--- src/rtl/fetch_pkg.sv ---
// Shared types and default sizing for the instruction fetch stage.
// Latency: n/a (declarations only).
// Backpressure: n/a.
package fetch_pkg;

    localparam int          DEF_ADDR_W   = 16;
    localparam int          DEF_INSTR_W  = 16;
    localparam logic [15:0] DEF_BOOT_VEC = 16'h0000;

    typedef enum logic [1:0] {
        ST_BOOT = 2'd0,
        ST_RUN  = 2'd1,
        ST_HALT = 2'd2
`ifdef FETCH_IRQ_EN
        ,
        ST_IRQ  = 2'd3
`endif
    } fetch_state_t;

endpackage

--- src/rtl/pc_register.sv ---
// Program counter register with synchronous active-low clear and load enable.
// Latency: one cycle from ld to q.
// Backpressure: holds its value whenever ld is low.
module pc_register #(
    parameter int W = 16
) (
    input  logic         clk,
    input  logic         rst_n,
    input  logic         ld,
    input  logic [W-1:0] d,
    output logic [W-1:0] q
);

    always_ff @(posedge clk) begin
        if (!rst_n) begin
            q <= '0;
        end else if (ld) begin
            q <= d;
        end
    end

endmodule

--- src/rtl/fetch_unit.sv ---
// Instruction fetch stage: boot-vector load, sequential fetch, branch redirect, halt; FETCH_IRQ_EN adds an interrupt entry.
// Latency: combinational memory read, instruction presented to IF/ID in the same cycle as its address.
// Backpressure: STALL freezes the PC and IF/ID; a taken branch overrides STALL.
module fetch_unit
    import fetch_pkg::*;
#(
    parameter int                ADDR_W   = DEF_ADDR_W,
    parameter int                INSTR_W  = DEF_INSTR_W,
    parameter logic [ADDR_W-1:0] BOOT_VEC = ADDR_W'(DEF_BOOT_VEC)
) (
    input  logic               CLK,
    input  logic               RST,
    input  logic               STALL,
    input  logic               BR_TAKEN,
    input  logic [ADDR_W-1:0]  BR_TARGET,
    input  logic               HALT_REQ,
    output logic [ADDR_W-1:0]  IMEM_ADDR,
    input  logic [INSTR_W-1:0] IMEM_DATA,
    output logic [INSTR_W-1:0] INSTR_OUT,
    output logic [ADDR_W-1:0]  PC_OUT,
    output logic               IFID_EN,
    output logic               FLUSH
`ifdef FETCH_IRQ_EN
    ,
    input  logic               IRQ,
    input  logic [ADDR_W-1:0]  IRQ_VEC_ADDR,
    output logic               IRQ_ACK,
    output logic [ADDR_W-1:0]  SAVED_PC
`endif
);

    fetch_state_t      state;
    logic [ADDR_W-1:0] pc_q;
    logic [ADDR_W-1:0] pc_d;
    logic [ADDR_W-1:0] pc_inc;
    logic [ADDR_W-1:0] mem_pc;
    logic              pc_ld;
    logic              irq_take;

    assign pc_inc = pc_q + ADDR_W'(1);
    assign mem_pc = ADDR_W'(IMEM_DATA);

`ifdef FETCH_IRQ_EN
    logic pending;

    // A request arriving this cycle is serviceable immediately, so the return PC is the one it arrived at.
    assign irq_take = (pending | IRQ) &&
                      (((state == ST_RUN) && !STALL && !BR_TAKEN) || (state == ST_HALT));
`else
    assign irq_take = 1'b0;
`endif

    pc_register #(
        .W(ADDR_W)
    ) u_pc (
        .clk  (CLK),
        .rst_n(RST),
        .ld   (pc_ld),
        .d    (pc_d),
        .q    (pc_q)
    );

    always_comb begin
        IMEM_ADDR = pc_q;
        INSTR_OUT = '0;
        PC_OUT    = '0;
        IFID_EN   = 1'b0;
        FLUSH     = 1'b0;
        pc_ld     = 1'b0;
        pc_d      = pc_inc;
`ifdef FETCH_IRQ_EN
        IRQ_ACK   = 1'b0;
`endif
        case (state)
            ST_BOOT: begin
                IMEM_ADDR = BOOT_VEC;
                pc_ld     = 1'b1;
                pc_d      = mem_pc;
            end
            ST_RUN: begin
                INSTR_OUT = IMEM_DATA;
                PC_OUT    = pc_inc;
                IFID_EN   = !STALL;
                if (BR_TAKEN) begin
                    FLUSH = 1'b1;
                    pc_ld = 1'b1;
                    pc_d  = BR_TARGET;
                end else if (!irq_take && !HALT_REQ && !STALL) begin
                    pc_ld = 1'b1;
                end
            end
            ST_HALT: begin
                FLUSH = 1'b1;
            end
`ifdef FETCH_IRQ_EN
            ST_IRQ: begin
                IMEM_ADDR = IRQ_VEC_ADDR;
                FLUSH     = 1'b1;
                IRQ_ACK   = 1'b1;
                pc_ld     = 1'b1;
                pc_d      = mem_pc;
            end
`endif
            default: begin
                pc_ld = 1'b0;
            end
        endcase
        // Downstream sees a quiet stage for the whole reset cycle, whatever state we were in.
        if (!RST) begin
            INSTR_OUT = '0;
            PC_OUT    = '0;
            IFID_EN   = 1'b0;
            FLUSH     = 1'b0;
`ifdef FETCH_IRQ_EN
            IRQ_ACK   = 1'b0;
`endif
        end
    end

    always_ff @(posedge CLK) begin
        if (!RST) begin
            state    <= ST_BOOT;
`ifdef FETCH_IRQ_EN
            pending  <= 1'b0;
            SAVED_PC <= '0;
`endif
        end else begin
            case (state)
                ST_BOOT: state <= ST_RUN;
                ST_RUN: begin
                    if (BR_TAKEN) begin
                        state <= ST_RUN;
`ifdef FETCH_IRQ_EN
                    end else if (irq_take) begin
                        state <= ST_IRQ;
`endif
                    end else if (HALT_REQ) begin
                        state <= ST_HALT;
                    end
                end
                ST_HALT: begin
`ifdef FETCH_IRQ_EN
                    if (irq_take) begin
                        state <= ST_IRQ;
                    end
`else
                    state <= ST_HALT;
`endif
                end
`ifdef FETCH_IRQ_EN
                ST_IRQ: begin
                    state    <= ST_RUN;
                    SAVED_PC <= pc_q;
                end
`endif
                default: state <= ST_BOOT;
            endcase
`ifdef FETCH_IRQ_EN
            pending <= IRQ | (pending && (state != ST_IRQ));
`endif
        end
    end

endmodule

--- config.mk ---
export PLATFORM = sky130hd
export DESIGN_NAME = fetch_unit
export DESIGN_NICKNAME = d
export VERILOG_FILES = /design/src/rtl/fetch_pkg.sv /design/src/rtl/pc_register.sv /design/src/rtl/fetch_unit.sv
export SDC_FILE = /design/constraint.sdc
export NUM_CORES = 1
export LEC_CHECK = 0
export ABC_AREA = 1
export CORE_MARGIN = 1
export CORE_UTILIZATION = 45
export CTS_BUF_LIST = sky130_fd_sc_hd__clkbuf_8
export DETAILED_ROUTE_END_ITERATION = 16
export PLACE_DENSITY = 0.88
export SKIP_LAST_GASP = 1
export SYNTH_ARGS = -nofsm -noshare
export SYNTH_HDL_FRONTEND = slang
export SYNTH_SLANG_ARGS = --single-unit
--- constraint.sdc ---
create_clock -name CLK -period 3 [get_ports CLK]
set_clock_uncertainty 0.2 [all_clocks]
set_input_delay 0.6 -clock CLK [delete_from_list [all_inputs] [get_ports CLK]]
set_output_delay 0.6 -clock CLK [all_outputs]
set_load 0.005 [all_outputs]
==> results_dict.tcl, run 1 <==
set metrics [dict create \
    relSlewSlack 0.555 \
    clkSlewWorstSetupHoldPaths_ps 70 \
    initialDrtViolationCount 119 \
    final_cell_mix "86 x clkdlybuf4s50_1, 75 x nor2_1, 57 x nand2_1" \
    top_layer "met4" \
    synth.distinct_cells 32 \
    cts_inserted_buffers 3 \
    wl_met1_um 2220 \
    ant_nets 0 \
    grt_max_degree 19 \
    ir_drop_mv 0.295 \
    dp_hpwl_um 4160 \
    crit_start "RST" \
    period_minus_slack_ps 2870 \
    hp-class "register to register" \
    p_clk_frac 0.199 \
    p_leak_uw 0.00114 \
    endpoint_kind "primary output" \
    drt-pass1-iter-count 6 \
    avgSynthCellArea_um2 5.74 \
    netlist_area_mm2 0.00176 \
    synth_warnings 0 \
    wl_met3_um 413 \
    cts_tree "yes" \
    worst_ep_arrival_time_ps 2070 \
    drc 0 \
    viasPerCell 5.03 \
    synthCells 306 \
    gp_congestion 0.856 \
    wl_met2_um 2610 \
    htree_levels 1 \
    combPwrFrac 0.484 \
    crit_required_ps 2200 \
    synth_fp_nets 349 \
    drive_above_1_share 0.0814 \
    rr_startpoint "state[0]$_SDFFE_PN0P_" \
    ios 87 \
    vias 2219 \
    grt_setup_unrepaired "true" \
    post-cts-setup-buffers 0 \
    status "complete, no violations" \
    grt-ovfl-total 0 \
    layout_commonest_cell "clkdlybuf4s50_1" \
    tightest_slew_ps 668 \
    max_cap_viol_count 0 \
    clock-sinks 18 \
    seq_area_frac_synth 0.205 \
    row_count 22 \
    hp-start "u_pc.q[7]$_SDFFE_PN0P_" \
    switchingPower_uw 417 \
    port_buffers 86 \
    ys_ff_latch 18 \
    maxSlewViolCount 0 \
    switching_share 0.396 \
    crit_type "primary input to primary output" \
    cellInternalPower_uw 637 \
    areaGrowthSynthToFinish_pct 55.2 \
    antenna_found_initial 0 \
    grt_pass1_wl_um 9000 \
    critPathLaunchType "primary input" \
    p_seq_frac 0.317 \
    cp_max_fo 15 \
    coreArea_mm2 0.00372 \
    clock_path_buffers 2 \
    initial_core_util 0.473 \
    dpl-instance-area_mm2 0.00266 \
    setup_violations 0 \
    drt-total-wl_um 5290 \
    dp_slack_ps 128 \
    root_buffer "clkbuf_8" \
    insertedDiodeCount 0 \
    die_w_um 64.5 \
    post-route-util 0.734 \
    finalHoldViolCount 0 \
    fp.dieH_um 64.5 \
    nets 437 \
    first_global_vias 2072 \
    fmax_mhz 348 \
    track_usage 0.269 \
    fin_area_mm2 0.00273 \
    post_drt_wl_per_cell_um 12.0 \
    clk_latency_ps 260 \
    final.period_utilization 0.957 \
    dieArea_mm2 0.00416 \
    p_per_area_mw_per_mm2 386 \
    setup_ws_ps 130 \
]
[worst paths after layout]
path	to	slack, ps	cells after the start
max	PC_OUT[15]	130	5
min	u_pc.q[7]$_SDFFE_PN0P_	380	2
min reg2reg	u_pc.q[7]$_SDFFE_PN0P_	380	2
max reg2reg	u_pc.q[5]$_SDFFE_PN0P_	720	8
[cell type report]
cell class	count	area (um^2)
multi-input cells	225	1130
fillers	324	988
repair buffers	94	921
inverters	52	203
well taps	48	60.1
clock buffers	4	55.1
flip-flops and latches	18	362
[worst max-delay path, stage by stage]
cell and delay (ps):
clkdlybuf4s50_1 510, nand2_1 90, buf_4 200, a21oi_1 150, clkdlybuf4s50_1 520
[logic make-up (layout without fill, tap and decap cells)]
kind of cell,count (synthesis),after routing,share of synthesized area
DFF,18,18,0.205
buffers and inverters,63,150,0.158
adders and majority gates,6,6,0.0427
xor gates and xnor gates,8,8,0.0399
and+or+nand+nor,153,153,0.367
AOI/OAI and AO/OA,58,58,0.187
[what timing repair did]
item,in CTS,in global routing
hold buffers,0,0
endpoints found under the setup margin,0,9
gates resized for setup,0,3
[synth_stat cells (all sizes together)]
| master | instances | area share |
|---|---|---|
| a31oi | 2 | 0.0071 |
| nor2 | 78 | 0.18 |
| clkinv | 1 | 0.0021 |
| a22oi | 1 | 0.0043 |
| nand4 | 2 | 0.0071 |
| a21oi | 17 | 0.053 |
| o21ai | 32 | 0.093 |
| dfxtp | 18 | 0.20 |
| a211oi | 4 | 0.023 |
| nand2 | 62 | 0.14 |
| nand3 | 10 | 0.038 |
| inv | 51 | 0.11 |
| xor2 | 8 | 0.040 |
| buf | 4 | 0.028 |
| o22ai | 2 | 0.0071 |
| clkbuf | 7 | 0.015 |
| nor3 | 1 | 0.0028 |
| ha | 6 | 0.043 |
[power by group through the flow]
stage	logic, uW	registers, uW	clock network [uW]
after global routing	571	340	216
after CTS	509	330	207
after global placement	496	333	0
final	510	334	209
after floorplan	301	326	0
after detailed placement	507	336	0
[per-stage QoR]
stage	std cells	hold slack [ps]	power, uW	setup TNS (ps)
after floorplan	306	318	626	0
after detailed placement	437	366	842	0
after CTS	441	380	1050	0
after global routing	441	408	1130	-13.0
final	441	384	1050	0
after global placement	437	342	829	0
[routing by layer]
| metal | GRT usage | vias to the layer above |
|---|---|---|
| met1 | 0.336 | 983 |
| met3 | 0.0563 | 6 |
| li1 | - | 1124 |
| met4 | 0.0722 | 0 |
| met2 | 0.463 | 106 |
| met5 | 0 | - |
[flip-flops by register name, indices dropped and copies added, names as in the netlist]
signal  cells
u_pc.q     16
state       2
Note: power is estimated with default switching activity, not from simulation.
==> inputs of run 2 (changes only) <==
Settings changed: ABC_CLOCK_PERIOD_IN_PS from default to 3000, CORE_UTILIZATION 45 to 65, DONT_BUFFER_PORTS from default to 1, PLACE_DENSITY 0.88 to 0.81.
==> results_dict.tcl, run 2 (same netlist as run 1, synthesis figures left out) <==
set metrics [dict create \
    p_clk_frac 0.202 \
    grt_max_degree 21 \
    reg.largest.list "u_pc.q (16), state (2)" \
    combPwrFrac 0.405 \
    max_cap_viol_count 0 \
    fp.dieH_um 54.0 \
    maxSlewViolCount 0 \
    dpl-instance-area_mm2 0.00174 \
    drc 0 \
    ir_drop_mv 0.297 \
    gp_congestion 0.863 \
    multiInputGateArea_mm2 0.00112 \
    row_count 18 \
    vias 1848 \
    ctsResizeCount 0 \
    fmax_mhz 380 \
    hp-start "RST" \
    htree_levels 1 \
    ios 87 \
    initial_core_util 0.697 \
    cts_inserted_buffers 3 \
    cp_max_fo 9 \
    clk_latency_ps 260 \
    fill_cells 237 \
    rr_startpoint "state[0]$_SDFFE_PN0P_" \
    drt-pass1-iter-count 4 \
    endpoint_kind "primary output" \
    path_buf_inv 0 \
    final-seq-area_um2 360 \
    drt-total-wl_um 4380 \
    clkSlewWorstSetupHoldPaths_ps 70 \
    p_leak_uw 0.000797 \
    whs_path_depth 2 \
    switching_share 0.439 \
    cts_tree "yes" \
    drive_above_1_share 0.0797 \
    top_register "u_pc.q" \
    fin_area_mm2 0.00178 \
    switchingPower_uw 377 \
    cpLargestDelayFamily "simple AND/OR/NAND/NOR gates" \
    setup_violations 0 \
    cpMostUsedCell "nand2_1" \
    crit_type "register to primary output" \
    critPathLaunchType "register" \
    final_cell_mix "75 x nor2_1, 57 x nand2_1, 48 x inv_1" \
    cellInternalPower_uw 482 \
    cts_hold_buf 0 \
    areaGrowthSynthToFinish_pct 1.49 \
    root_buffer "clkbuf_8" \
    finalHoldViolCount 0 \
    largest_reg_flops 16 \
    hold_path_end "u_pc.q[8]$_SDFFE_PN0P_" \
    period_minus_slack_ps 2630 \
    crit_required_ps 2200 \
    hp-class "primary input to register" \
    cpMaxStageDelayCell "dfxtp_1" \
    grt_setup_unrepaired "false" \
    antenna_found_initial 0 \
    post-route-util 0.707 \
    slowest_delay_ps 560 \
    r2r-end "u_pc.q[9]$_SDFFE_PN0P_" \
    relSlewSlack 0.500 \
    layout_commonest_cell "nor2_1" \
    hold_ws_ps 273 \
    worstPathCellList "ha_1 -> nand3_1 -> nor2_2 -> nand2_1 -> xor2_1 -> nand2_1 -> nor2_1" \
    setup_ws_ps 371 \
    die_w_um 54.0 \
    nets 346 \
    dp_slack_ps 623 \
    port_buffers 0 \
    p_per_area_mw_per_mm2 481 \
    reg2reg_slack_ps 550 \
    insertedDiodeCount 0 \
    grt-ovfl-total 0 \
    clock_path_buffers 2 \
    ant_nets 0 \
    clock-sinks 18 \
    track_usage 0.312 \
    final.period_utilization 0.876 \
    status "complete, no violations" \
    rr_worst_depth 7 \
    tightest_slew_ps 750 \
    grt_pass1_wl_um 6550 \
    post_drt_wl_per_cell_um 13.2 \
    viasPerCell 5.58 \
    p_seq_frac 0.393 \
    initialDrtViolationCount 65 \
    dp_hpwl_um 3380 \
    tns_ps 0 \
    coreArea_mm2 0.00252 \
    first_global_vias 1447 \
    worst_ep_arrival_time_ps 1830 \
    post-cts-setup-buffers 0 \
    dieArea_mm2 0.00292 \
]
## run 2: final cells by class
type | instances | area share
Sequential cell | 18 | 0.202
Multi-Input combinational cell | 225 | 0.628
Inverter | 52 | 0.114
Timing Repair Buffer | 3 | 0.0126
Tap cell | 30 | 0.0210
Clock buffer | 3 | 0.0231
## run 2: stage by stage
step           total power (uW)  cells
2_1_floorplan               626    306
3_3_place_gp                679    328
3_5_place_dp                686    328
4_1_cts                     852    331
5_1_grt                     929    331
6_report                    859    331
## run 2: worst max-delay path by stage
stage | startpoint | endpoint | slack [ps] | depth (start not counted)
final | u_pc.q[0]$_SDFFE_PN0P_ | PC_OUT[10] | 370 | 7
after global routing | u_pc.q[0]$_SDFFE_PN0P_ | PC_OUT[12] | 220 | 9
after CTS | u_pc.q[0]$_SDFFE_PN0P_ | PC_OUT[10] | 380 | 7
after detailed placement | state[0]$_SDFFE_PN0P_ | u_pc.q[8]$_SDFFE_PN0P_ | 620 | 7
after global placement | u_pc.q[0]$_SDFFE_PN0P_ | PC_OUT[10] | 660 | 7
after floorplan | u_pc.q[0]$_SDFFE_PN0P_ | PC_OUT[10] | 930 | 7
## run 2: routing by layer
| layer | GRT usage | part of all wire | vias to the layer above |
|---|---|---|---|
| met1 | 0.411 | 0.46 | 811 |
| met4 | 0.0983 | 0.011 | 0 |
| met5 | 0 | 0 | - |
| met2 | 0.527 | 0.46 | 91 |
| li1 | - | - | 940 |
| met3 | 0.0311 | 0.064 | 6 |
## run 2: worst register-to-register path, cell delays in order (launching register included)
cell and delay [ps]:
dfxtp_1 340, inv_1 110, ha_1 650, inv_1 280, buf_4 250, o21ai_0 320, nor2_1 100, a21oi_1 140
## run 2: power groups by stage
stage	logic, uW	registers [uW]	clock network [uW]
2_1_floorplan	301	326	0
3_3_place_gp	339	339	0
3_5_place_dp	345	341	0
4_1_cts	347	336	169
5_1_grt	399	345	185
6_report	348	337	173
